===== src/rtl/connect4_pkg.sv =====
// Shared encodings, FSM states and board geometry for the column drop engine.
package connect4_pkg;

  localparam logic [1:0] P1 = 2'b01;
  localparam logic [1:0] P2 = 2'b10;

  localparam int DEF_ROWS = 6;
  localparam int DEF_COLS = 7;

  typedef enum logic [2:0] {
    ST_IDLE  = 3'd0,
    ST_CHECK = 3'd1,
    ST_PLACE = 3'd2,
    ST_UNDO  = 3'd3,
    ST_ERROR = 3'd4
  } fsm_state_t;

  function automatic int cell_idx(input int row, input int col, input int cols);
    return row * cols + col;
  endfunction

endpackage


===== src/rtl/move_history_stack.sv =====
// Circular LIFO of recent column numbers; a push when full overwrites the oldest entry.
module move_history_stack #(
  parameter int DEPTH = 8,
  parameter int WIDTH = 3,
  localparam int PTR_W = (DEPTH > 1) ? $clog2(DEPTH) : 1,
  localparam int CNT_W = $clog2(DEPTH + 1)
) (
  input  logic             clk,
  input  logic             rst_n,
  input  logic             clear,
  input  logic             push,
  input  logic             pop,
  input  logic [WIDTH-1:0] push_data,
  output logic [WIDTH-1:0] top_data,
  output logic             empty,
  output logic [CNT_W-1:0] count
);

  localparam logic [PTR_W-1:0] LAST_PTR = PTR_W'(DEPTH - 1);
  localparam logic [CNT_W-1:0] FULL_CNT = CNT_W'(DEPTH);

  logic [WIDTH-1:0] mem_r [DEPTH];
  logic [PTR_W-1:0] wr_ptr_r;
  logic [PTR_W-1:0] next_ptr_s;
  logic [PTR_W-1:0] top_ptr_s;
  logic [CNT_W-1:0] count_r;

  // Wrap-around neighbours of the write pointer and the current top entry.
  always_comb begin
    next_ptr_s = (wr_ptr_r == LAST_PTR) ? {PTR_W{1'b0}} : wr_ptr_r + PTR_W'(1);
    top_ptr_s  = (wr_ptr_r == {PTR_W{1'b0}}) ? LAST_PTR : wr_ptr_r - PTR_W'(1);
    top_data   = mem_r[top_ptr_s];
    empty      = (count_r == {CNT_W{1'b0}});
  end

  assign count = count_r;

  // Storage, pointer and saturating entry count.
  always_ff @(posedge clk or negedge rst_n) begin
    if (!rst_n) begin
      wr_ptr_r <= {PTR_W{1'b0}};
      count_r  <= {CNT_W{1'b0}};
      for (int i = 0; i < DEPTH; i++) mem_r[i] <= {WIDTH{1'b0}};
    end else if (clear) begin
      wr_ptr_r <= {PTR_W{1'b0}};
      count_r  <= {CNT_W{1'b0}};
      for (int i = 0; i < DEPTH; i++) mem_r[i] <= {WIDTH{1'b0}};
    end else if (push) begin
      mem_r[wr_ptr_r] <= push_data;
      wr_ptr_r        <= next_ptr_s;
      if (count_r != FULL_CNT) count_r <= count_r + CNT_W'(1);
    end else if (pop && (count_r != {CNT_W{1'b0}})) begin
      wr_ptr_r <= top_ptr_s;
      count_r  <= count_r - CNT_W'(1);
    end
  end

endmodule


===== src/rtl/column_drop_engine.sv =====
// Connect-style column drop engine: request handshake, per-column heights,
// occupancy/owner bitmaps, bounded undo, board-full detection and clear.
module column_drop_engine
  import connect4_pkg::*;
#(
  parameter int ROWS       = DEF_ROWS,
  parameter int COLS       = DEF_COLS,
  parameter int COL_W      = 3,
  parameter int HIST_DEPTH = 8,
  localparam int CELLS  = ROWS * COLS,
  localparam int ROW_W  = $clog2(ROWS),
  localparam int CELL_W = $clog2(CELLS),
  localparam int CNT_W  = $clog2(CELLS + 1)
) (
  input  logic              clk,
  input  logic              reset,
  input  logic [1:0]        state,
  input  logic [COL_W-1:0]  in_column,
  input  logic              drop_req,
  input  logic              throw_again,
  input  logic              undo_req,
  input  logic              clear,
  output logic [CELLS-1:0]  out_gameboard,
  output logic [CELLS-1:0]  out_players_cells,
  output logic              invalid_column,
  output logic              busy,
  output logic              drop_done,
  output logic [ROW_W-1:0]  landed_row,
  output logic [CELL_W-1:0] landed_cell,
  output logic              undo_done,
  output logic [CNT_W-1:0]  move_count,
  output logic              board_full
);

  localparam int HCNT_W = $clog2(HIST_DEPTH + 1);
  localparam logic [ROW_W:0]   FULL_H    = ROWS[ROW_W:0];
  localparam logic [CNT_W-1:0] CELLS_CNT = CELLS[CNT_W-1:0];

  fsm_state_t        state_r, next_state_s;
  logic [COL_W-1:0]  col_r;
  logic [1:0]        player_r;
  logic [ROW_W:0]    height_r [COLS];
  logic [CELLS-1:0]  board_r, owner_r;
  logic [ROW_W-1:0]  landed_row_r;
  logic [CELL_W-1:0] landed_cell_r;
  logic [CNT_W-1:0]  move_count_r;
  logic              board_full_r, drop_done_r, undo_done_r, busy_r, invalid_r;

  logic [ROW_W:0]    col_height_s, pop_height_s, undo_height_s;
  logic [CELL_W-1:0] place_cell_s, undo_cell_s;
  logic [COL_W-1:0]  pop_col_s;
  logic              hist_empty_s, undo_ok_s, column_bad_s;
  logic [HCNT_W-1:0] hist_count_s;
  logic              latch_en_s, place_en_s, undo_en_s;

  move_history_stack #(
    .DEPTH (HIST_DEPTH),
    .WIDTH (COL_W)
  ) u_history (
    .clk       (clk),
    .rst_n     (reset),
    .clear     (clear),
    .push      (place_en_s),
    .pop       (undo_en_s),
    .push_data (col_r),
    .top_data  (pop_col_s),
    .empty     (hist_empty_s),
    .count     (hist_count_s)
  );

  // Heights of the requested column and of the column on top of the history.
  always_comb begin
    col_height_s = {(ROW_W+1){1'b0}};
    pop_height_s = {(ROW_W+1){1'b0}};
    for (int c = 0; c < COLS; c++) begin
      col_height_s = (int'(col_r) == c) ? height_r[c] : col_height_s;
      pop_height_s = (int'(pop_col_s) == c) ? height_r[c] : pop_height_s;
    end
    undo_height_s = pop_height_s - {{ROW_W{1'b0}}, 1'b1};
    place_cell_s  = CELL_W'(cell_idx(int'(col_height_s), int'(col_r), COLS));
    undo_cell_s   = CELL_W'(cell_idx(int'(undo_height_s), int'(pop_col_s), COLS));
    undo_ok_s     = !hist_empty_s && (hist_count_s != {HCNT_W{1'b0}});
    column_bad_s  = (int'(col_r) >= COLS) || (col_height_s == FULL_H) ||
                    !((player_r == P1) || (player_r == P2)) || board_full_r;
  end

  // FSM state register with registered status outputs derived from the next state.
  always_ff @(posedge clk or negedge reset) begin
    if (!reset) begin
      state_r   <= ST_IDLE;
      busy_r    <= 1'b0;
      invalid_r <= 1'b0;
    end else begin
      state_r   <= next_state_s;
      busy_r    <= (next_state_s == ST_CHECK) || (next_state_s == ST_PLACE) ||
                   (next_state_s == ST_UNDO);
      invalid_r <= (next_state_s == ST_ERROR);
    end
  end

  // Next-state logic; clear overrides every transition.
  always_comb begin
    next_state_s = state_r;
    case (state_r)
      ST_IDLE: begin
        if (drop_req)      next_state_s = ST_CHECK;
        else if (undo_req) next_state_s = ST_UNDO;
        else               next_state_s = ST_IDLE;
      end
      ST_CHECK: next_state_s = column_bad_s ? ST_ERROR : ST_PLACE;
      ST_PLACE: next_state_s = ST_IDLE;
      ST_UNDO:  next_state_s = ST_IDLE;
      ST_ERROR: next_state_s = throw_again ? ST_IDLE : ST_ERROR;
      default:  next_state_s = ST_IDLE;
    endcase
    if (clear) next_state_s = ST_IDLE;
    else       next_state_s = next_state_s;
  end

  // Datapath enables decoded from the current state.
  always_comb begin
    latch_en_s = 1'b0;
    place_en_s = 1'b0;
    undo_en_s  = 1'b0;
    case (state_r)
      ST_IDLE:  latch_en_s = drop_req && !clear;
      ST_PLACE: place_en_s = !clear;
      ST_UNDO:  undo_en_s  = undo_ok_s && !clear;
      default:  latch_en_s = 1'b0;
    endcase
  end

  // Board bitmaps, heights, counters and handshake pulses.
  always_ff @(posedge clk or negedge reset) begin
    if (!reset) begin
      col_r         <= {COL_W{1'b0}};
      player_r      <= 2'b00;
      board_r       <= {CELLS{1'b0}};
      owner_r       <= {CELLS{1'b0}};
      landed_row_r  <= {ROW_W{1'b0}};
      landed_cell_r <= {CELL_W{1'b0}};
      move_count_r  <= {CNT_W{1'b0}};
      board_full_r  <= 1'b0;
      drop_done_r   <= 1'b0;
      undo_done_r   <= 1'b0;
      for (int c = 0; c < COLS; c++) height_r[c] <= {(ROW_W+1){1'b0}};
    end else if (clear) begin
      board_r      <= {CELLS{1'b0}};
      owner_r      <= {CELLS{1'b0}};
      move_count_r <= {CNT_W{1'b0}};
      board_full_r <= 1'b0;
      drop_done_r  <= 1'b0;
      undo_done_r  <= 1'b0;
      for (int c = 0; c < COLS; c++) height_r[c] <= {(ROW_W+1){1'b0}};
    end else begin
      drop_done_r <= place_en_s;
      undo_done_r <= undo_en_s;
      if (latch_en_s) begin
        col_r    <= in_column;
        player_r <= state;
      end
      if (place_en_s) begin
        board_r[place_cell_s] <= 1'b1;
        owner_r[place_cell_s] <= (player_r == P2);
        landed_row_r          <= col_height_s[ROW_W-1:0];
        landed_cell_r         <= place_cell_s;
        move_count_r          <= move_count_r + CNT_W'(1);
        board_full_r          <= ((move_count_r + CNT_W'(1)) == CELLS_CNT);
        for (int c = 0; c < COLS; c++)
          if (int'(col_r) == c) height_r[c] <= col_height_s + {{ROW_W{1'b0}}, 1'b1};
      end else if (undo_en_s) begin
        board_r[undo_cell_s] <= 1'b0;
        owner_r[undo_cell_s] <= 1'b0;
        move_count_r         <= move_count_r - CNT_W'(1);
        board_full_r         <= 1'b0;
        for (int c = 0; c < COLS; c++)
          if (int'(pop_col_s) == c) height_r[c] <= undo_height_s;
      end
    end
  end

  assign out_gameboard     = board_r;
  assign out_players_cells = owner_r;
  assign invalid_column    = invalid_r;
  assign busy              = busy_r;
  assign drop_done         = drop_done_r;
  assign landed_row        = landed_row_r;
  assign landed_cell       = landed_cell_r;
  assign undo_done         = undo_done_r;
  assign move_count        = move_count_r;
  assign board_full        = board_full_r;

endmodule


===== config.mk =====
export PLATFORM = sky130hd
export DESIGN_NAME = column_drop_engine
export DESIGN_NICKNAME = d
export VERILOG_FILES = /design/src/rtl/connect4_pkg.sv /design/src/rtl/move_history_stack.sv /design/src/rtl/column_drop_engine.sv
export SDC_FILE = /design/constraint.sdc
export NUM_CORES = 1
export LEC_CHECK = 0
export ABC_AREA = 1
export CAP_MARGIN = 20
export CELL_PAD_IN_SITES_DETAIL_PLACEMENT = 1
export CELL_PAD_IN_SITES_GLOBAL_PLACEMENT = 1
export CORE_MARGIN = 8
export CORE_UTILIZATION = 42
export CTS_CLUSTER_SIZE = 8
export DETAILED_ROUTE_END_ITERATION = 8
export GPL_TIMING_DRIVEN = 1
export PLACE_DENSITY = 0.83
export SLEW_MARGIN = 15
export SYNTH_ARGS = -nofsm -noshare
export SYNTH_HDL_FRONTEND = slang
export SYNTH_SLANG_ARGS = --single-unit

===== constraint.sdc =====
create_clock -name clk -period 7.1 [get_ports clk]
set_input_delay 1.42 -clock clk [delete_from_list [all_inputs] [get_ports clk]]
set_output_delay 1.42 -clock clk [all_outputs]
set_load 0.005 [all_outputs]

# ---- Word level (Yosys, flattened, before mapping)
# Index checks and enable logic that the tools add are counted.
dict set report word_totals {
  reg_bits 171
  input_bits 11
}
dict set report op_classes {
  addsub 10
  multipliers 2
  magnitude_cmp 8
  eq_ne 34
  muxes 76
  bitwise_logic 7
  reduce_logical 42
}
# op n
set op_table {}
lappend op_table {{$mux 42} 6}
lappend op_table {{$mux 4} 32}
lappend op_table {{$and 42x42->42} 2}
lappend op_table {{$mux 28} 3}
lappend op_table {{$mux 24} 2}
lappend op_table {{$bwmux 42} 1}
lappend op_table {{$not 42->42} 1}
lappend op_table {{$or 42x42->42} 1}
lappend op_table {{$eq 3x3->1 const B} 11}
lappend op_table {{$mux 3} 11}
lappend op_table {{$reduce_bool 3->1} 9}
lappend op_table {{$bwmux 24} 1}
lappend op_table {{$eq 3x2->1 const B} 8}
lappend op_table {{$ne 3x2->1 const B} 8}
lappend op_table {{$reduce_and 3->1} 7}
lappend op_table {{$mux 6} 3}
lappend op_table {{$lt 6x7->1 const B} 2}
lappend op_table {{$add 6x3->6} 2}
lappend op_table {{$demux 1 s6} 2}
lappend op_table {{$ge 6x1->1 const B} 2}
lappend op_table {{$logic_not 3->1} 4}
lappend op_table {{$mul 4x3->6 const B} 2}
lappend op_table {{$mux 1} 10}
lappend op_table {{$bmux 3 s3} 1}
lappend op_table {{other kinds (27)} 48}

# ---- Depth between registers and ports, before layout
dict set report logic_depth {
  word_depth 26
  mapped_depth 36
}

# ---- Modules after synthesis
# Synthesis repeated with hierarchy kept, for this count alone.
dict set report hier_totals {
  cells_unflattened 1516
  hier_area_um2 10832.9
}
# mod n_inst cells_per_inst area_each_um2 seq_area_each_um2
set by_module_without_submodules {}
lappend by_module_without_submodules {column_drop_engine 1 1288 9049.9 3503.4}
lappend by_module_without_submodules {move_history_stack 1 228 1783.0 775.7}

# ---- Worst setup path before layout
# Ideal clock, no wire load.
dict set report synth_path {
  path_type {reg2reg}
  start {register u_history.wr_ptr_r[0]}
  end {register board_r[27], in the netlist out_gameboard[27]}
  t_arrival_ns 5.566
  t_required_ns 7.034
  setup_slack_ns 1.468
  path_stages_with_launch 34
  path_buffers 3
  period_less_slack_ns 5.632
  cell_sequence {dfrtp_1 -> inv_1 -> clkbuf_1 -> ha_1 -> nand2_4 -> buf_6 -> nand3_1 -> nand3_1 -> nand3_1 -> nand2_2 -> nor2_4 -> nand2_2 -> inv_2 -> nand2_1 -> nand2_1 -> nand3_2 -> a21oi_4 -> ha_1 -> xnor2_2 -> inv_1 -> fa_1 -> inv_1 -> ha_1 -> ha_1 -> a21oi_1 -> nand2_1 -> xor2_1 -> clkinv_1 -> clkbuf_1 -> nand4_1 -> nand2_1 -> nand2_1 -> nand2_1 -> nand2_1}
}
dict set report synth_between {
  elab_chain_cells 26
}
# item line_no
set synth_lines {}
lappend synth_lines {{from (decl)} move_history_stack.sv:23} ;# logic [PTR_W-1:0] wr_ptr_r;
lappend synth_lines {{from (signal assigned)} move_history_stack.sv:41} ;# wr_ptr_r <= {PTR_W{1'b0}};
lappend synth_lines {{from (signal assigned)} move_history_stack.sv:45} ;# wr_ptr_r <= {PTR_W{1'b0}};
lappend synth_lines {{from (signal assigned)} move_history_stack.sv:50} ;# wr_ptr_r <= next_ptr_s;
lappend synth_lines {{$sub 3x1->3 or $logic_not 3->1 (tied branches)} move_history_stack.sv:31} ;# top_ptr_s = (wr_ptr_r == {PTR_W{1'b0}}) ? LAST_PTR : wr_ptr_r - PTR_W'(1);
lappend synth_lines {{$mux 3 *} move_history_stack.sv:31}
lappend synth_lines {{$not 3->4 (not written as such) *} move_history_stack.sv:32} ;# top_data = mem_r[top_ptr_s];
lappend synth_lines {{$bmux 3 s3 *} move_history_stack.sv:32}
lappend synth_lines {{$mux 3 (not written as such) * (2 in a row)} move_history_stack.sv:32}
lappend synth_lines {{$logic_not 3->1} column_drop_engine.sv:77} ;# pop_height_s = (int'(pop_col_s) == c) ? height_r[c] : pop_height_s;
lappend synth_lines {{$mux 4 (7 in a row)} column_drop_engine.sv:77}
lappend synth_lines {{$sub 4x1->4} column_drop_engine.sv:79} ;# undo_height_s = pop_height_s - {{ROW_W{1'b0}}, 1'b1};
lappend synth_lines {{[3 not listed]} n/a}
lappend synth_lines {{$logic_and 1x1->1 (not written as such)} column_drop_engine.sv:172} ;# board_r[undo_cell_s] <= 1'b0;
lappend synth_lines {{$mux 1 (not written as such)} column_drop_engine.sv:172}
lappend synth_lines {{$demux 1 s6 *} column_drop_engine.sv:172}
lappend synth_lines {{$not 42->42 (no source line) *} n/a}
lappend synth_lines {{$and 42x42->42 (no source line) *} n/a}
lappend synth_lines {{$mux 42 *} column_drop_engine.sv:171} ;# end else if (undo_en_s) begin
lappend synth_lines {{$mux 42 *} column_drop_engine.sv:162} ;# if (place_en_s) begin
lappend synth_lines {{$mux 42 *} column_drop_engine.sv:147} ;# end else if (clear) begin
lappend synth_lines {{to (signal assigned)} column_drop_engine.sv:138} ;# board_r <= {CELLS{1'b0}};
lappend synth_lines {{to (signal assigned)} column_drop_engine.sv:148} ;# board_r <= {CELLS{1'b0}};
lappend synth_lines {{to (decl)} column_drop_engine.sv:43} ;# logic [CELLS-1:0] board_r, owner_r;
# Every way passes the cells marked *; elsewhere a longest branch is shown, timed or not. The select of a mux whose other input is x is not followed.
# A chain may end at the register's enable or synchronous reset.

# ---- Final worst setup path
dict set report layout_path {
  start {register u_history.wr_ptr_r[0]}
  end {register owner_r[5], in the netlist out_players_cells[5]}
}
dict set report layout_between {
  elab_chain_cells 26
}
# item line_no
set layout_lines {}
lappend layout_lines {{$sub 3x1->3 or $logic_not 3->1 (tied branches)} move_history_stack.sv:31}
lappend layout_lines {{$mux 3 *} move_history_stack.sv:31}
lappend layout_lines {{$not 3->4 (not written as such) *} move_history_stack.sv:32}
lappend layout_lines {{$bmux 3 s3 *} move_history_stack.sv:32}
lappend layout_lines {{$mux 3 (not written as such) * (2 in a row)} move_history_stack.sv:32}
lappend layout_lines {{$logic_not 3->1} column_drop_engine.sv:77}
lappend layout_lines {{$mux 4 (7 in a row)} column_drop_engine.sv:77}
lappend layout_lines {{$sub 4x1->4} column_drop_engine.sv:79}
lappend layout_lines {{[3 not listed]} n/a}
lappend layout_lines {{$logic_and 1x1->1 (not written as such)} column_drop_engine.sv:173} ;# owner_r[undo_cell_s] <= 1'b0;
lappend layout_lines {{$mux 1 (not written as such)} column_drop_engine.sv:173}
lappend layout_lines {{$demux 1 s6 *} column_drop_engine.sv:173}
lappend layout_lines {{$not 42->42 (no source line) *} n/a}
lappend layout_lines {{$and 42x42->42 (no source line) *} n/a}
lappend layout_lines {{$mux 42 *} column_drop_engine.sv:171}
lappend layout_lines {{$mux 42 *} column_drop_engine.sv:162}
lappend layout_lines {{$mux 42 *} column_drop_engine.sv:147}
lappend layout_lines {{to (signal assigned)} column_drop_engine.sv:139} ;# owner_r <= {CELLS{1'b0}};
lappend layout_lines {{to (signal assigned)} column_drop_engine.sv:149} ;# owner_r <= {CELLS{1'b0}};
lappend layout_lines {{to (signal, indexed assignment)} column_drop_engine.sv:164} ;# owner_r[place_cell_s] <= (player_r == P2);
lappend layout_lines {{to (decl)} column_drop_engine.sv:43}
# Marks and branches as above.

==> results.toml <==
[worst_setup_path]
start_kind = "flip-flop"
crit_path_frequent_cell = "nand2_1"
crit_path_max_fanout = 21
ff2ff_path_depth = 29
critical_path.top_delay_family = "simple AND/OR/NAND/NOR gates"
crit_path_end_kind = "flip-flop"
cp_data_arrival_time_ps = 6930
cp.required_ps = 7430
worst-path-buf-inv = 5
crit_type = "flip-flop to flip-flop"
worst_path_largest_cell_delay_ps = 850
crit_slowest_cell = "nor3_1"
rrSetupSlack_ps = 500
crit_cells = 29

[logic_synthesis]
netlist-cell-type-count = 47
synthArstFlopShare_pct = 100
yosys_warnings = 0
synth-edff-count = 0
syn_avg_cell_area_sq_um = 7.20
syn_nets = 1562
synth_area_leaders = "dfrtp_1 39%, nand2_1 15%, inv_1 7.1%"
synthesis.area_sq_um = 10900
syn_inst = 1508
yosys.area.top_type_share_pct = 39.4
synth_seq_area_share_pct = 39.4
synth_ff_type = "dfrtp_1"
synth-seq-cells = 171
synth_largest_area_cell = "dfrtp_1"

[flow_run]
maxCapViolCount = 0

[clock_network]
postCtsSetupBuffers = 0
clk_pin_slew_ps = 80
cts_made_buffers = 17
cts_tree = "yes"
clock_path_buffers = 2
numClockSinks = 171
h-tree-depth = 4
clk_latency_ps = 450
cts-root-buf = "clkbuf_16"

[routing]
drt_iter0_drc = 978
drc = 0
vias = 10995
wl_per_cell_um = 19.9
ant_nets = 0
first_pass_iters = 6
viasPerCell = 5.63
wirelength_um = 39000

[timing]
drv_slew = 0
setup-violations-final = 0
final_hold_viol_count = 0
relSlewSlack_pct = 23.9
tns_ps = 0
rsz0062_at_grt = "no"
post-route-period-util_pct = 92.9
fmax_ghz = 0.152
worst_slew_pin_slew_ps = 1130
skew_ps = 16.7
post-route-min-period_ps = 6600

[global_routing]
grt_pass1_wl_um = 63300
grt_pass1_vias = 11574
grt_use_total_pct = 25.2
antenna_found_initial = 0
overflow = 0
grt_max_degree = 81

[floorplan]
fp-row-count = 59
start_util_pct = 42.3
io-pin-count = 115
die_w_um = 177
die_h_um = 177
design.die.area_sq_um = 31300
core_sq_um = 25700

[placement]
hpwl_um = 27700
placedCellCount = 1922
gp_congestion = 0.868
post_dp_cell_area_sq_um = 12300
port_buffers = 114

[finish]
fin_cells = 1954
antenna_cells = 0
drive_gt1_share_pct = 6.11
stdcell_area_sq_um = 13000
syn2layout_area_growth_pct = 19.3
nets = 1660

[worst_hold_path]
hold_class = "flip-flop to flip-flop"
hold_depth = 2

[status]
outcome = "completed"
## metrics by stage
stage / hold WS, ps / utilization (%) / worst slack [ps]
floorplan: 453 / - / 1470
global placement: 465 / 48.0 / 806
detailed placement: 470 / 48.0 / 660
CTS: 491 / 50.4 / 560
global route: 516 / 50.5 / 13.2
finish: 485 / 50.5 / 504
## cell usage after synthesis (25+ instances only)
cell type / n
nand2_1: 422
inv_1: 205
dfrtp_1: 171
o22ai_1: 31
nand3_1: 62
nand4_1: 54
clkbuf_1: 42
nor3_1: 25
a21oi_1: 78
o21ai_0: 126
nor2_1: 121
ha_1: 33
## area by class of cell
type | count | area, sq um
tap | 335 | 419
multi-input combinational | 1067 | 5540
clock inverter | 15 | 183
fill | 3304 | 12700
clock buffer | 17 | 425
inverter | 214 | 811
timing repair buffer | 135 | 1300
sequential | 171 | 4280
## layer usage
metal  vias to the layer above  share of wire, %  track usage, %
li1                       5093                 -               -
met1                      5486                45            35.2
met2                       356                47            40.6
met3                        60               6.2            3.54
met4                         0               1.6            6.16
met5                         -                 0               0
## state kept, by name, indices dropped and copies added, names as in the netlist, 2 cells and up
register	flops
u_history.count	4
player_r	2
height_r	28
landed_cell	6
out_players_cells	42
col_r	3
landed_row	3
out_gameboard	42
move_count	6
u_history.wr_ptr_r	3
u_history.mem_r	24
state_r	3
## kinds of logic (layout without fill, tap and decap cells)
group / count (synthesis) / count (layout) / share of synthesized area, %
buffers and inverters: 270 / 381 / 9.78
XOR/XNOR: 17 / 17 / 1.44
flip-flops: 171 / 171 / 39.4
AO/OA/AOI/OAI: 287 / 287 / 14.9
multiplexers: 1 / 1 / 0.104
adder cells (fa/ha/maj): 43 / 43 / 5.65
AND/OR/NAND/NOR: 719 / 719 / 28.8
## worst min-delay path, cell delays in order, from the launching register on
cell	delay, ps
dfrtp_1	350
nand2_1	50
nand2_1	50
## placed cells by master, fill, tap and decap left out, types with 8 or more instances in the layout
master,instances
o21ai_0,126
o21ai_1,13
clkdlybuf4s50_1,113
o21a_1,9
dfrtp_1,171
nor3_1,23
clkbuf_16,17
nand3_2,8
nand2_2,10
fa_1,10
buf_4,21
xor2_1,12
nand3_1,62
nor2_1,119
ha_1,33
inv_1,205
nand2_1,422
o22ai_1,31
nand4_1,54
a21oi_1,78
## timing repair
item | 4_1_cts | 5_1_grt
hold buffers | 0 | 0
setup endpoints to repair | 0 | 18
resized for setup | 0 | 3
## final timing paths
check                                      start               endpoint
max                        u_history.wr_ptr_r[0]   out_players_cells[5]
min                                landed_row[0]          landed_row[0]
max reg2reg                u_history.wr_ptr_r[0]   out_players_cells[5]
min reg2reg                        landed_row[0]          landed_row[0]
max in group asynchronous                  reset  out_players_cells[19]
min in group asynchronous                  reset    u_history.mem_r[10]
Power is not shown: default switching activity piles up to over one toggle a cycle in this logic, so the estimate is an artifact.
